===== src/rtl/display_dynamic_pwm.sv =====
// Time-multiplexed 7-segment driver: per-digit dots, leading-zero blanking, PWM dimming, frame strobe.
// Latency: pins follow the scan tick by one clock; brightness reaches the digit pins one clock later.
// Backpressure: none; inputs are sampled at each slot tick and the scan free-runs while enabled.
//
// Ports:
//   clk, reset_n     clock, asynchronous active-low reset
//   enable           0 blanks all pins and parks the scan at digit 0
//   number, dots     one hex nibble and one decimal point per digit, digit 0 rightmost
//   blank_lz         suppress a-g of leading zero digits (digit 0 is never suppressed)
//   brightness       PWM duty; 0 = off, all-ones = always on
//   abcdefgh         segment pins (bit 7 = a ... bit 1 = g, bit 0 = h)
//   digit            digit select pins, bit i = digit i
//   frame_done       one-cycle pulse when the last digit has been loaded
module display_dynamic_pwm #(
  parameter int n_dig          = 4,
  parameter int refresh_w      = 16,
  parameter int dim_w          = 4,
  parameter bit seg_active_low = 1'b1,
  parameter bit dig_active_low = 1'b1
) (
  input  logic                 clk,
  input  logic                 reset_n,
  input  logic                 enable,
  input  logic [n_dig*4-1:0]   number,
  input  logic [n_dig-1:0]     dots,
  input  logic                 blank_lz,
  input  logic [dim_w-1:0]     brightness,
  output logic [7:0]           abcdefgh,
  output logic [n_dig-1:0]     digit,
  output logic                 frame_done
);

  localparam int              iw       = $clog2(n_dig);
  localparam logic [iw-1:0]   last_idx = iw'(n_dig - 1);

  // Logical a-g pattern, 1 = lit, bit 6 = a ... bit 0 = g.
  function automatic logic [6:0] seg7(input logic [3:0] h);
    logic [6:0] p;
    case (h)
      4'h0: p = 7'b1111110;
      4'h1: p = 7'b0110000;
      4'h2: p = 7'b1101101;
      4'h3: p = 7'b1111001;
      4'h4: p = 7'b0110011;
      4'h5: p = 7'b1011011;
      4'h6: p = 7'b1011111;
      4'h7: p = 7'b1110000;
      4'h8: p = 7'b1111111;
      4'h9: p = 7'b1111011;
      4'hA: p = 7'b1110111;
      4'hB: p = 7'b0011111;
      4'hC: p = 7'b1001110;
      4'hD: p = 7'b0111101;
      4'hE: p = 7'b1001111;
      default: p = 7'b1000111;
    endcase
    return p;
  endfunction

  logic [refresh_w-1:0] cnt;
  logic [iw-1:0]        idx;
  logic [7:0]           seg_l;     // segments of the digit being shown, 1 = lit
  logic [n_dig-1:0]     sel;       // one-hot digit being shown

  logic                 tick;
  logic                 on;
  logic                 lead_zero;
  logic [3:0]           nib;
  logic [7:0]           seg_nxt;
  logic [n_dig-1:0]     sel_nxt;
  logic [n_dig-1:0]     act_nxt;

  assign tick = enable && (cnt == '0);
  assign nib  = number[{idx, 2'b00} +: 4];

  // Shifting the current nibble down to bit 0 leaves only it and the more
  // significant ones; all zero means this digit is a leading zero.
  assign lead_zero = blank_lz && (idx != '0) && ((number >> {idx, 2'b00}) == '0);

  // Top bits of the slot counter form the PWM ramp, so the lit window sits
  // at the start of each slot.
  assign on = (cnt[refresh_w-1 -: dim_w] < brightness) || (brightness == '1);

  always_comb begin
    seg_nxt = seg_l;
    sel_nxt = sel;
    if (!enable) begin
      seg_nxt = '0;
      sel_nxt = '0;
    end else if (tick) begin
      seg_nxt      = {(lead_zero ? 7'b0000000 : seg7(nib)), dots[idx]};
      sel_nxt      = '0;
      sel_nxt[idx] = 1'b1;
    end
    // A fully dark digit is still scanned but its pin stays inactive.
    act_nxt = (on && (seg_nxt != 8'h00)) ? sel_nxt : '0;
  end

  always_ff @(posedge clk or negedge reset_n) begin
    if (!reset_n) begin
      cnt        <= '0;
      idx        <= '0;
      seg_l      <= '0;
      sel        <= '0;
      abcdefgh   <= seg_active_low ? 8'hFF : 8'h00;
      digit      <= dig_active_low ? '1 : '0;
      frame_done <= 1'b0;
    end else begin
      seg_l      <= seg_nxt;
      sel        <= sel_nxt;
      abcdefgh   <= seg_active_low ? ~seg_nxt : seg_nxt;
      digit      <= dig_active_low ? ~act_nxt : act_nxt;
      frame_done <= tick && (idx == last_idx);
      if (!enable) begin
        cnt <= '0;
        idx <= '0;
      end else begin
        cnt <= cnt + refresh_w'(1);
        if (tick) begin
          idx <= (idx == last_idx) ? '0 : idx + iw'(1);
        end
      end
    end
  end

endmodule

===== config.mk =====
export PLATFORM = sky130hd
export DESIGN_NAME = display_dynamic_pwm
export DESIGN_NICKNAME = d
export VERILOG_FILES = /design/src/rtl/display_dynamic_pwm.sv
export SDC_FILE = /design/constraint.sdc
export NUM_CORES = 1
export LEC_CHECK = 0
export ABC_CLOCK_PERIOD_IN_PS = 3600
export BUFFER_PORTS_ARGS = -buffer_cell sky130_fd_sc_hd__buf_2
export CAP_MARGIN = 20
export CORE_ASPECT_RATIO = 0.9
export CORE_MARGIN = 1
export CORE_UTILIZATION = 30
export DETAILED_ROUTE_END_ITERATION = 6
export GPL_TIMING_DRIVEN = 0
export PLACE_DENSITY = 0.46
export SKIP_CTS_REPAIR_TIMING = 1
export SLEW_MARGIN = 15
export SYNTH_ARGS = -nofsm -noshare
export SYNTH_HDL_FRONTEND = slang
export SYNTH_SLANG_ARGS = --single-unit

===== constraint.sdc =====
create_clock -name clk -period 3.6 [get_ports clk]
set_input_delay 0.54 -clock clk [delete_from_list [all_inputs] [get_ports clk]]
set_output_delay 0.54 -clock clk [all_outputs]
set_load 0.005 [all_outputs]

Word level (Yosys, flattened, before mapping)
Memories as Yosys holds them, arrays and structs flattened. Cells that the tools add are included.

Bits in registers: 43. Memory bits (read-only): 112. Input bits: 28. Logic and storage cells: 45. Memories kept: 1.

Memories: (name not given) (depth 16, bits a word 7, read ports 1, clocked after memory_dff 0, wr ports 0, line 39) `case (h)`.

Add/sub/neg operators: 2. Magnitude comparators: 3. Equality and inequality tests: 3. Shift-type cells: 2. Mux-type cells: 14. Bitwise gates (word level): 2. Reduce and logical (&&, ||, !) cells: 11.

Operators by type and width (number): zero test 16 bit (2); adder 16 x 1 -> 16 bit (second input constant) (1); 2-to-1 mux 16 bit (1); 2-to-1 mux 8 bit (2); variable part select 16 x 5 -> 4 bit (1); right shift 16 x 4 -> 16 bit (1); 2-to-1 mux 4 bit (3); NOT 8 bit (1); nonzero test 8 bit (1); 2-to-1 mux 7 bit (1); logical AND 1 bit (6); 2-to-1 mux 2 bit (3); equality test 4 bit (second input constant) (1); less-than comparator 4 bit (1); NOT 4 bit (1); less-than comparator 2 x 3 -> 1 bit (second input constant) (1); adder 2 x 1 -> 2 bit (second input constant) (1); binary-select mux 1 bit (select 2 bit) (1); demux 1 bit (select 2 bit) (1); equality test 2 bit (second input constant) (1); >= comparator 2 x 1 -> 1 bit (second input constant) (1); 2-to-1 mux 1 bit (2); != test 2 x 1 -> 1 bit (second input constant) (1); nonzero test 2 bit (1); logical OR 1 bit (1).

Depth between registers and ports, before layout
Gate-level depths: netlist (run 1).

Depth after elaboration: 10. Gate-level depth with buffers: 11. Mapped depth without buffers: 9.

Worst setup path before layout (run 1)
OpenSTA, ideal clock, no wires.

Path kind: register -> register. Start: reg idx[0]. End: reg digit[0]. Setup time: 0.091 ns. Arrival: 2.703 ns. Path slack: 0.807 ns. Stages on the path, launching flop included: 10. Clock period less this slack: 2.793 ns. Path through: dfrtp_1 > buf_6 > mux4_1 > inv_1 > ha_1 > nand3_1 > a2111o_1 > a31o_2 > or2_4 > o31ai_1.

Longest elaborated chain between the ends: 10. Elaborated cells on any way between the ends: 23. Classes of those cells: order compare: 2; shift: 2; mux: 10; bitwise: 1; reduce/logical: 7; memory: 1.

Ends and longest elaborated chain: start, declared (line 61) `logic [iw-1:0] idx;`; start signal, assigned (line 120) `idx <= (idx == last_idx) ? '0 : idx + iw'(1);`; parallel branches: the longest is 3 deep, another holds memory (16 x 7 bit); 2-to-1 mux 7 bit (*) (line 91) `seg_nxt = {(lead_zero ? 7'b0000000 : seg7(nib)), dots[idx]};`; 2-to-1 mux 8 bit (*) (line 90) `end else if (tick) begin`; 2-to-1 mux 8 bit (*) (line 87) `if (!enable) begin`; via seg_nxt[2] (line 69) `logic [7:0] seg_nxt;`; nonzero test 8 bit (*) (line 96) `act_nxt = (on && (seg_nxt != 8'h00)) ? sel_nxt : '0;`; logical AND 1 bit (*) (line 96); 2-to-1 mux 4 bit (*) (line 96); NOT 4 bit (*) (line 112) `digit <= dig_active_low ? ~act_nxt : act_nxt;`; end signal, assigned (line 106) `digit <= dig_active_low ? '1 : '0;`; end signal, assigned (line 112); end, declared (line 29) `output logic [n_dig-1:0] digit,`.

Mark *: on every way through the listed nets, which the timed path passes. The select of a mux whose other input is x is not followed. A chain may end at the register's enable or synchronous reset.

Worst setup path in the final report (run 1)
Start: reg idx[0]. End: reg digit[2].

The elaborated chain is that of the path after synthesis.

==> PnR_summary.wiki, run 1 <==
{| class="wikitable"
! Metric !! Value
|-
| Required time at the worst-slack endpoint || 3.81 ns
|-
| Max FO, Critical Path || 9
|-
| Number of max-cap violations || 0
|-
| Final-report max-slew violation count || 0
|-
| Synth Cell Area || 0.002615 mm^2
|-
| Busiest metal layer after global routing || met1
|-
| RePlAce Congestion || just over 0.8
|-
| Total grt overflow || 0
|-
| Final period utilization || 87.18%
|-
| Power density relative to cell area || 430.4 mW/mm^2
|-
| Post-detail-place hpwl || about 4500 um
|-
| Number of nets in the finished design || 340
|-
| Portion of total power attributed to sequential cells || 43.7%
|-
| Post-synthesis share of cell area spent on full adders, half adders and majority gates || 7.177%
|-
| Synth area leaders || sky130_fd_sc_hd__dfrtp_1 (30%), sky130_fd_sc_hd__dfstp_2 (12%), sky130_fd_sc_hd__ha_1 (7.2%)
|-
| Count of buffers inserted at the top-level ports || 40
|-
| Worst-path cell chain || buf_6 > mux4_1 > inv_1 > ha_1 > nand3_1 > a2111o_1 > a31o_2 > or2_4 > o31ai_1
|-
| Placed inst area || between 0.002 and 0.003 mm^2
|-
| Result of the run || complete, no violations
|-
| Overall power after layout || 1.310 mW
|-
| Starting utilization of the core area || 31.65%
|-
| Worst slew margin relative to its limit || 36.99%
|-
| Critical R2R Capture || digit[2]
|-
| # DRC || 0
|-
| Sum of negative setup slack || 0 ns
|-
| Routed WL per cell || approximately 14 um
|-
| Number of top-level design ports || a little over 40
|-
| Initial antenna violation count || 0
|-
| Largest net degree at the start of global routing || 44
|-
| Share of synthesized cell area in and, or, nand and nor gates || approximately 18%
|-
| Unrepaired setup endpoints after global routing || false
|-
| Width of the die || 100.4 um
|-
| Min-Delay Path Class || input pin to async pin
|-
| Drt via density || 4.765
|-
| Area share of the largest cell type after synthesis || 29.67%
|-
| Total number of H-tree levels || 2
|-
| DRT antenna net count || 0
|-
| Share of layout cells above drive strength 1 || roughly 25%
|-
| Critical path endpoint category || flip-flop
|-
| Min cycle time layout || 3.139 ns
|-
| Maximum count of clock buffers along a single path || 2
|-
| Worst Skew || 0.01241 ns
|-
| Total Routed Length || 5852 um
|-
| Slowest library cell on the worst path || sky130_fd_sc_hd__mux4_1
|-
| Met2 layer usage reported by global route || 19.92%
|-
| Share of cell area taken by muxes after synthesis || 12.39%
|-
| Clk_lat worst skew || 0.30 ns
|-
| Met1 GRT Util || 20.69%
|-
| Wire length of the first global-routing pass || 9784 um
|-
| Post-route worst setup slack || 0.4615 ns
|-
| Met3 Usage GRT || around 2.8%
|-
| Hold Fails Final Rpt || 0
|-
| Worst setup slack after placement || approximately 0.45 ns
|-
| Share of power burned in the clock network || 23.3%
|-
| Post-CTS clock slew at the launch and capture registers of the worst setup and hold paths || around 0.09 ns
|-
| Portion of total power attributed to combinational logic || 33.1%
|-
| Data arrival time of the worst path || 3.35 ns
|-
| Final standard cell area without fillers || 0.003044 mm^2
|-
| Dominant cell type by area after synthesis || sky130_fd_sc_hd__dfrtp_1
|-
| Area of the core region || 0.008262 mm^2
|-
| First-pass DRT Iterations || 4
|-
| Critical path type || flip-flop to flip-flop
|-
| Worst voltage drop across the vdd grid || 190.7 uV
|-
| Synthesized-area fraction occupied by xor and xnor cells || 5.359%
|-
| Final setup fails || 0
|-
| Synth top cells by count || sky130_fd_sc_hd__dfrtp_1 (31), sky130_fd_sc_hd__nor2_1 (23), sky130_fd_sc_hd__inv_1 (19), sky130_fd_sc_hd__ha_1 (15), sky130_fd_sc_hd__mux2i_1 (14)
|-
| Static leakage power || 1.405 nW
|-
| Slowest stage delay, CP || between 0.6 and 0.7 ns
|-
| Total number of cells along the worst setup path || 9
|-
| Total of warnings raised by yosys || 0
|-
| Number of cells in the finished layout apart from fillers || 413
|-
| Async SR Flop Fraction || 100.0%
|-
| Area grow syn2layout || 16.41%
|-
| Area enclosed by the die boundary || 0.009095 mm^2
|-
| Vias in the first global route || approximately 2k
|-
| Number of enable-type register cells in the synthesized netlist || 0
|-
| Sequential-to-total area share from yosys stat || a little over two fifths
|-
| Total routing resource utilization after global routing || 13.83%
|-
| Int Power || 884.7 uW
|-
| Die Y-Extent || 90.57 um
|-
| Antenna Cells || 0
|-
| Slew at the pin with the worst max-slew slack || 0.9452 ns
|-
| Primary flip-flop cell chosen by synthesis mapping || sky130_fd_sc_hd__dfrtp_1
|-
| Mean instance size in the synthesized netlist || approximately 10 um^2
|-
| CTS Buf Count || 5
|-
| Area fraction in compound gates after synthesis || 10.72%
|-
| Post-synthesis cell count || 250
|-
| Combinational family with the most area after synthesis || simple AND/OR/NAND/NOR gates
|-
| Sw Ratio || about 32%
|-
| Total clock sinks || 43
|-
| DR iter-0 viols || 55
|-
| Net switching component of the power || ~430 uW
|-
| Critical path origin || idx[0]
|-
| Dpl cells || roughly 400
|-
| Cell Rows || 31
|-
| Minimum setup slack among reg-to-reg paths || 0.46 ns
|-
| Total via count after detailed routing || around 2.0k
|-
| Max Freq || roughly 320 MHz
|-
| Category of the worst setup path launch point || flip-flop
|-
| Cell chosen for the clock root || sky130_fd_sc_hd__clkbuf_8
|-
| Worst reg2reg startpoint || idx[0]
|-
| Count of state elements after synthesis || 43
|-
| Family with the most delay on the worst path || compound AO/OA/AOI/OAI gates
|-
| Most repeated cell in the gate-level netlist after synthesis || sky130_fd_sc_hd__dfrtp_1
|-
| Post-synth net total || 293
|-
| TritonCTS clock tree || built
|-
| Count of cell types in the netlist || 53
|-
| Length in cells of the worst reg-to-reg path || 9
|-
| Crit path buf inv count || 2
|}
## cells by family (layout without fill, tap and decap cells)
| kind of cell | count (synthesis) | after routing |
|---|---|---|
| AND/OR/NAND/NOR | 86 | 86 |
| flip-flops | 43 | 43 |
| XOR/XNOR | 16 | 16 |
| adder cells (fa/ha/maj) | 15 | 15 |
| buffers and inverters | 29 | 77 |
| AO/OA/AOI/OAI | 38 | 38 |
| multiplexers | 23 | 23 |
## layout make-up
class,instances,area [um^2]
Sequential cell,43,1091
Clock buffer,6,72.57
Buffer,9,53.80
Multi-Input combinational cell,178,1395
Inverter,20,75.07
Fill cell,858,5218
Clock inverter,2,12.51
Tap cell,115,143.9
Timing Repair Buffer,40,200.2
## power groups by stage
stage	logic [mW]	registers, mW	clock network (mW)
2_1_floorplan	0.300	0.581	0
3_3_place_gp	0.436	0.581	0
3_5_place_dp	0.437	0.581	0
4_1_cts	0.439	0.573	0.316
5_1_grt	0.485	0.579	0.335
6_report	0.433	0.572	0.305
## layer usage
metal	wire length (um)	vias to the layer above	share of wire (%)
met5	0	-	0
met4	55	0	0.94
met3	149	6	2.5
met2	2415	25	41
met1	3232	959	55
li1	-	978	-
## worst register-to-register path: stages (launching register included)
cell                       delay, ns
sky130_fd_sc_hd__dfrtp_1        0.40
sky130_fd_sc_hd__buf_6          0.17
sky130_fd_sc_hd__mux4_1         0.67
sky130_fd_sc_hd__inv_1          0.17
sky130_fd_sc_hd__ha_1           0.22
sky130_fd_sc_hd__nand3_1        0.08
sky130_fd_sc_hd__a2111o_1       0.53
sky130_fd_sc_hd__a31o_2         0.27
sky130_fd_sc_hd__or2_4          0.28
sky130_fd_sc_hd__o31ai_1        0.25
## registers in the layout, indices dropped and copies added, names as in the netlist
register    flops
cnt            16
abcdefgh        8
seg_l           8
digit           4
sel             4
idx             2
frame_done      1
## stage by stage
step	hold WS (ns)	utilization, %
4_1_cts	0.4168	36.85
2_1_floorplan	0.2444	-
3_3_place_gp	0.4794	35.82
3_5_place_dp	0.4854	35.82
6_report	0.3784	36.85
5_1_grt	0.4539	36.85
## layout by cell type, fill, tap and decap left out, types with 6 or more instances in the layout
master | netlist | final
sky130_fd_sc_hd__nor2b_1 | 8 | 8
sky130_fd_sc_hd__xnor2_1 | 11 | 11
sky130_fd_sc_hd__dfstp_2 | 12 | 12
sky130_fd_sc_hd__nor2_1 | 23 | 23
sky130_fd_sc_hd__inv_1 | 19 | 19
sky130_fd_sc_hd__clkbuf_1 | 5 | 6
sky130_fd_sc_hd__mux2i_1 | 14 | 14
sky130_fd_sc_hd__o21ai_0 | 7 | 7
sky130_fd_sc_hd__and3_1 | 6 | 6
sky130_fd_sc_hd__and2_1 | 9 | 9
sky130_fd_sc_hd__dfrtp_1 | 31 | 31
sky130_fd_sc_hd__ha_1 | 15 | 15
sky130_fd_sc_hd__buf_2 | 1 | 41
sky130_fd_sc_hd__nand3_1 | 11 | 11
sky130_fd_sc_hd__nand2_1 | 8 | 8
## worst max path at each step
| stage | slack [ns] | endpoint |
|---|---|---|
| CTS | 0.45 | digit[2] |
| global placement | 0.42 | digit[0] |
| detailed placement | 0.45 | digit[3] |
| global route | 0.22 | digit[2] |
| finish | 0.46 | digit[2] |
| floorplan | 0.81 | digit[0] |
(Power assumes the default switching activity.)
==> inputs of run 2 (changes only) <==
--- a/config.mk
+++ b/config.mk
@@ -10,10 +10,10 @@
 export CAP_MARGIN = 20
 export CORE_ASPECT_RATIO = 0.9
 export CORE_MARGIN = 1
-export CORE_UTILIZATION = 30
+export CORE_UTILIZATION = 40
 export DETAILED_ROUTE_END_ITERATION = 6
 export GPL_TIMING_DRIVEN = 0
-export PLACE_DENSITY = 0.46
+export PLACE_DENSITY = 0.58
 export SKIP_CTS_REPAIR_TIMING = 1
 export SLEW_MARGIN = 15
 export SYNTH_ARGS = -nofsm -noshare
==> run 2 against run 1 <==
Power is 9.8% higher. Final cell count fell by 6.8%. Sequential share of layout area fell by 0.15 points. Routed wire length fell by 7.0%. Critical path depth stayed put. Critical path type unchanged. Largest power group unchanged. Highest routed layer unchanged.
==> PnR_summary.wiki, run 2 (same netlist as run 1, synthesis figures left out) <==
{| class="wikitable"
! Metric !! Value
|-
| Initial antenna violation count || 0 (unchanged)
|-
| Total routing resource utilization after global routing || 17.74% (+3.9 points)
|-
| DR iter-0 viols || 100 (+82%)
|-
| Area of the core region || 0.006216 mm^2 (-25%)
|-
| Number of nets in the finished design || 340 (unchanged)
|-
| Post-route worst setup slack || 0.4471 ns (-0.01442 ns)
|-
| Post-detail-place hpwl || 4240 um (-5.9%)
|-
| Share of layout cells above drive strength 1 || 24.83% (unchanged)
|-
| Overall power after layout || 1.438 mW (+9.8%)
|-
| Min-Delay Path Class || input pin to async pin
|-
| Most common cell after layout, fill and taps aside || sky130_fd_sc_hd__buf_2
|-
| Final standard cell area without fillers || 0.003057 mm^2 (+0.41%)
|-
| Unrepaired setup endpoints after global routing || false
|-
| Critical path endpoint category || flip-flop
|-
| Die Y-Extent || 78.71 um (-13%)
|-
| Number of top-level design ports || 41 (unchanged)
|-
| Post-Route Hold Slack || 0.3789 ns (+0.0004980 ns)
|-
| Storage cell area || 0.001091 mm^2 (unchanged)
|-
| CTS Buf Count || 5 (unchanged)
|-
| Placed inst area || 0.002924 mm^2 (-1.2%)
|-
| # DRC || 0 (unchanged)
|-
| Antenna Cells || 0 (unchanged)
|-
| Post-layout util || 49.17% (+12 points)
|-
| Critical path origin || idx[0]
|-
| Minimum setup slack among reg-to-reg paths || 0.45 ns (about the same)
|-
| Commonest non-fill, non-tap cells in the layout || sky130_fd_sc_hd__buf_2 (41), sky130_fd_sc_hd__dfrtp_1 (31), sky130_fd_sc_hd__nor2_1 (23)
|-
| Number of filler instances in the final layout || 641 (-25%)
|-
| Worst slew margin relative to its limit || 37.63% (+0.64 points)
|-
| Worst setup slack after placement || 0.4309 ns (-0.01519 ns)
|-
| Data arrival time of the worst path || 3.36 ns (about the same)
|-
| Worst voltage drop across the vdd grid || 318.9 uV (+67%)
|-
| Required time at the worst-slack endpoint || 3.81 ns (about the same)
|-
| Count of buffers inserted at the top-level ports || 40 (unchanged)
|-
| Slew at the pin with the worst max-slew slack || 0.9355 ns (-0.009629 ns)
|-
| Critical path type || flip-flop to flip-flop
|-
| Worst reg2reg startpoint || idx[0]
|-
| Post-CTS clock slew at the launch and capture registers of the worst setup and hold paths || 0.09 ns (about the same)
|-
| Static leakage power || 1.429 nW (+1.7%)
|-
| Width of the die || 87.23 um (-13%)
|-
| Sum of negative setup slack || 0 ns (unchanged)
|-
| DRT antenna net count || 0 (unchanged)
|-
| Total clock sinks || 43 (unchanged)
|-
| Number of max-cap violations || 0 (unchanged)
|-
| Vias in the first global route || 1,942 (-1.1%)
|-
| Hold Fails Final Rpt || 0 (unchanged)
|-
| Total grt overflow || 0 (unchanged)
|-
| Number of flip-flops under the largest register name || 16 (unchanged)
|-
| Wire length of the first global-routing pass || 9390 um (-4.0%)
|-
| Dpl cells || 377 (-6.9%)
|-
| Worst Skew || 0.01218 ns (-0.0002301 ns)
|-
| Routed WL per cell || 14.14 um (-0.19%)
|-
| Clk_lat worst skew || 0.29 ns (about the same)
|-
| Max FO, Critical Path || 9 (unchanged)
|-
| Cell chosen for the clock root || sky130_fd_sc_hd__clkbuf_8
|-
| Area grow syn2layout || 16.89%
|-
| Total via count after detailed routing || 1,983 (+0.76%)
|-
| Total number of H-tree levels || 2 (unchanged)
|-
| Multi-input combinational cell area || 0.001395 mm^2 (unchanged)
|-
| Max Freq || 317.2 MHz (-0.46%)
|-
| Cell Rows || 27 (-13%)
|-
| Area enclosed by the die boundary || 0.006865 mm^2 (-25%)
|-
| Power density relative to cell area || 470.6 mW/mm^2 (+9.3%)
|-
| Category of the worst setup path launch point || flip-flop
|-
| Final-report max-slew violation count || 0 (unchanged)
|-
| Drt via density || 5.151 (+8.1%)
|-
| Result of the run || complete, no violations
|-
| Final setup fails || 0 (unchanged)
|-
| Largest Register || cnt
|-
| Maximum count of clock buffers along a single path || 2 (unchanged)
|-
| Number of cells in the finished layout apart from fillers || 385 (-6.8%)
|-
| Starting utilization of the core area || 42.07% (+10 points)
|-
| Final period utilization || 87.58% (+0.40 points)
|-
| RePlAce Congestion || 0.8063 (-0.20%)
|-
| TritonCTS clock tree || built
|-
| Largest registers || cnt x16, abcdefgh x8, seg_l x8
|-
| Largest net degree at the start of global routing || 44 (unchanged)
|-
| Total Routed Length || 5445 um (-7.0%)
|-
| Min cycle time layout || 3.153 ns (+0.01442 ns)
|-
| First-pass DRT Iterations || 4 (unchanged)
|}
-- run 2: report_power, final --
group          switching, mW  total [mW]  internal, mW
clock network          0.160       0.437         0.277
logic                  0.232       0.429         0.197
registers             0.0201       0.572         0.552
total                  0.412        1.44          1.03
-- run 2: worst max-delay path, cell delays in order (launching register included) --
cell	delay (ns)
sky130_fd_sc_hd__dfrtp_1	0.41
sky130_fd_sc_hd__buf_6	0.17
sky130_fd_sc_hd__mux4_1	0.67
sky130_fd_sc_hd__inv_1	0.17
sky130_fd_sc_hd__ha_1	0.22
sky130_fd_sc_hd__nand3_1	0.08
sky130_fd_sc_hd__a2111o_1	0.53
sky130_fd_sc_hd__a31o_2	0.27
sky130_fd_sc_hd__or2_4	0.28
sky130_fd_sc_hd__o31ai_1	0.26
-- run 2: routing by layer --
layer | part of all wire, % | routed length [um] | vias to the layer above | track usage (%)
met5 | 0 | 0 | - | 0
met4 | 0.77 | 42 | 0 | 3.934
met3 | 3.9 | 211 | 5 | 3.638
met2 | 44 | 2392 | 39 | 27.48
met1 | 51 | 2799 | 960 | 25.58
li1 | - | - | 979 | -
-- run 2: path summary, 6_finish.rpt --
path                            end  depth (start not counted)
setup / recovery           digit[0]                          9
hold / removal               sel[2]                          1
setup reg to reg           digit[0]                          9
hold reg to reg              cnt[0]                          1
max in group asynchronous  seg_l[3]                          1
min in group clk             cnt[0]                          1
-- run 2: area by class of cell --
class	count	area share [%]
Clock inverter	2	1.965
Buffer	9	1.760
Tap cell	87	3.561
Clock buffer	6	2.374
Inverter	20	2.456
Sequential cell	43	35.69
Timing Repair Buffer	40	6.549
Multi-Input combinational cell	178	45.64
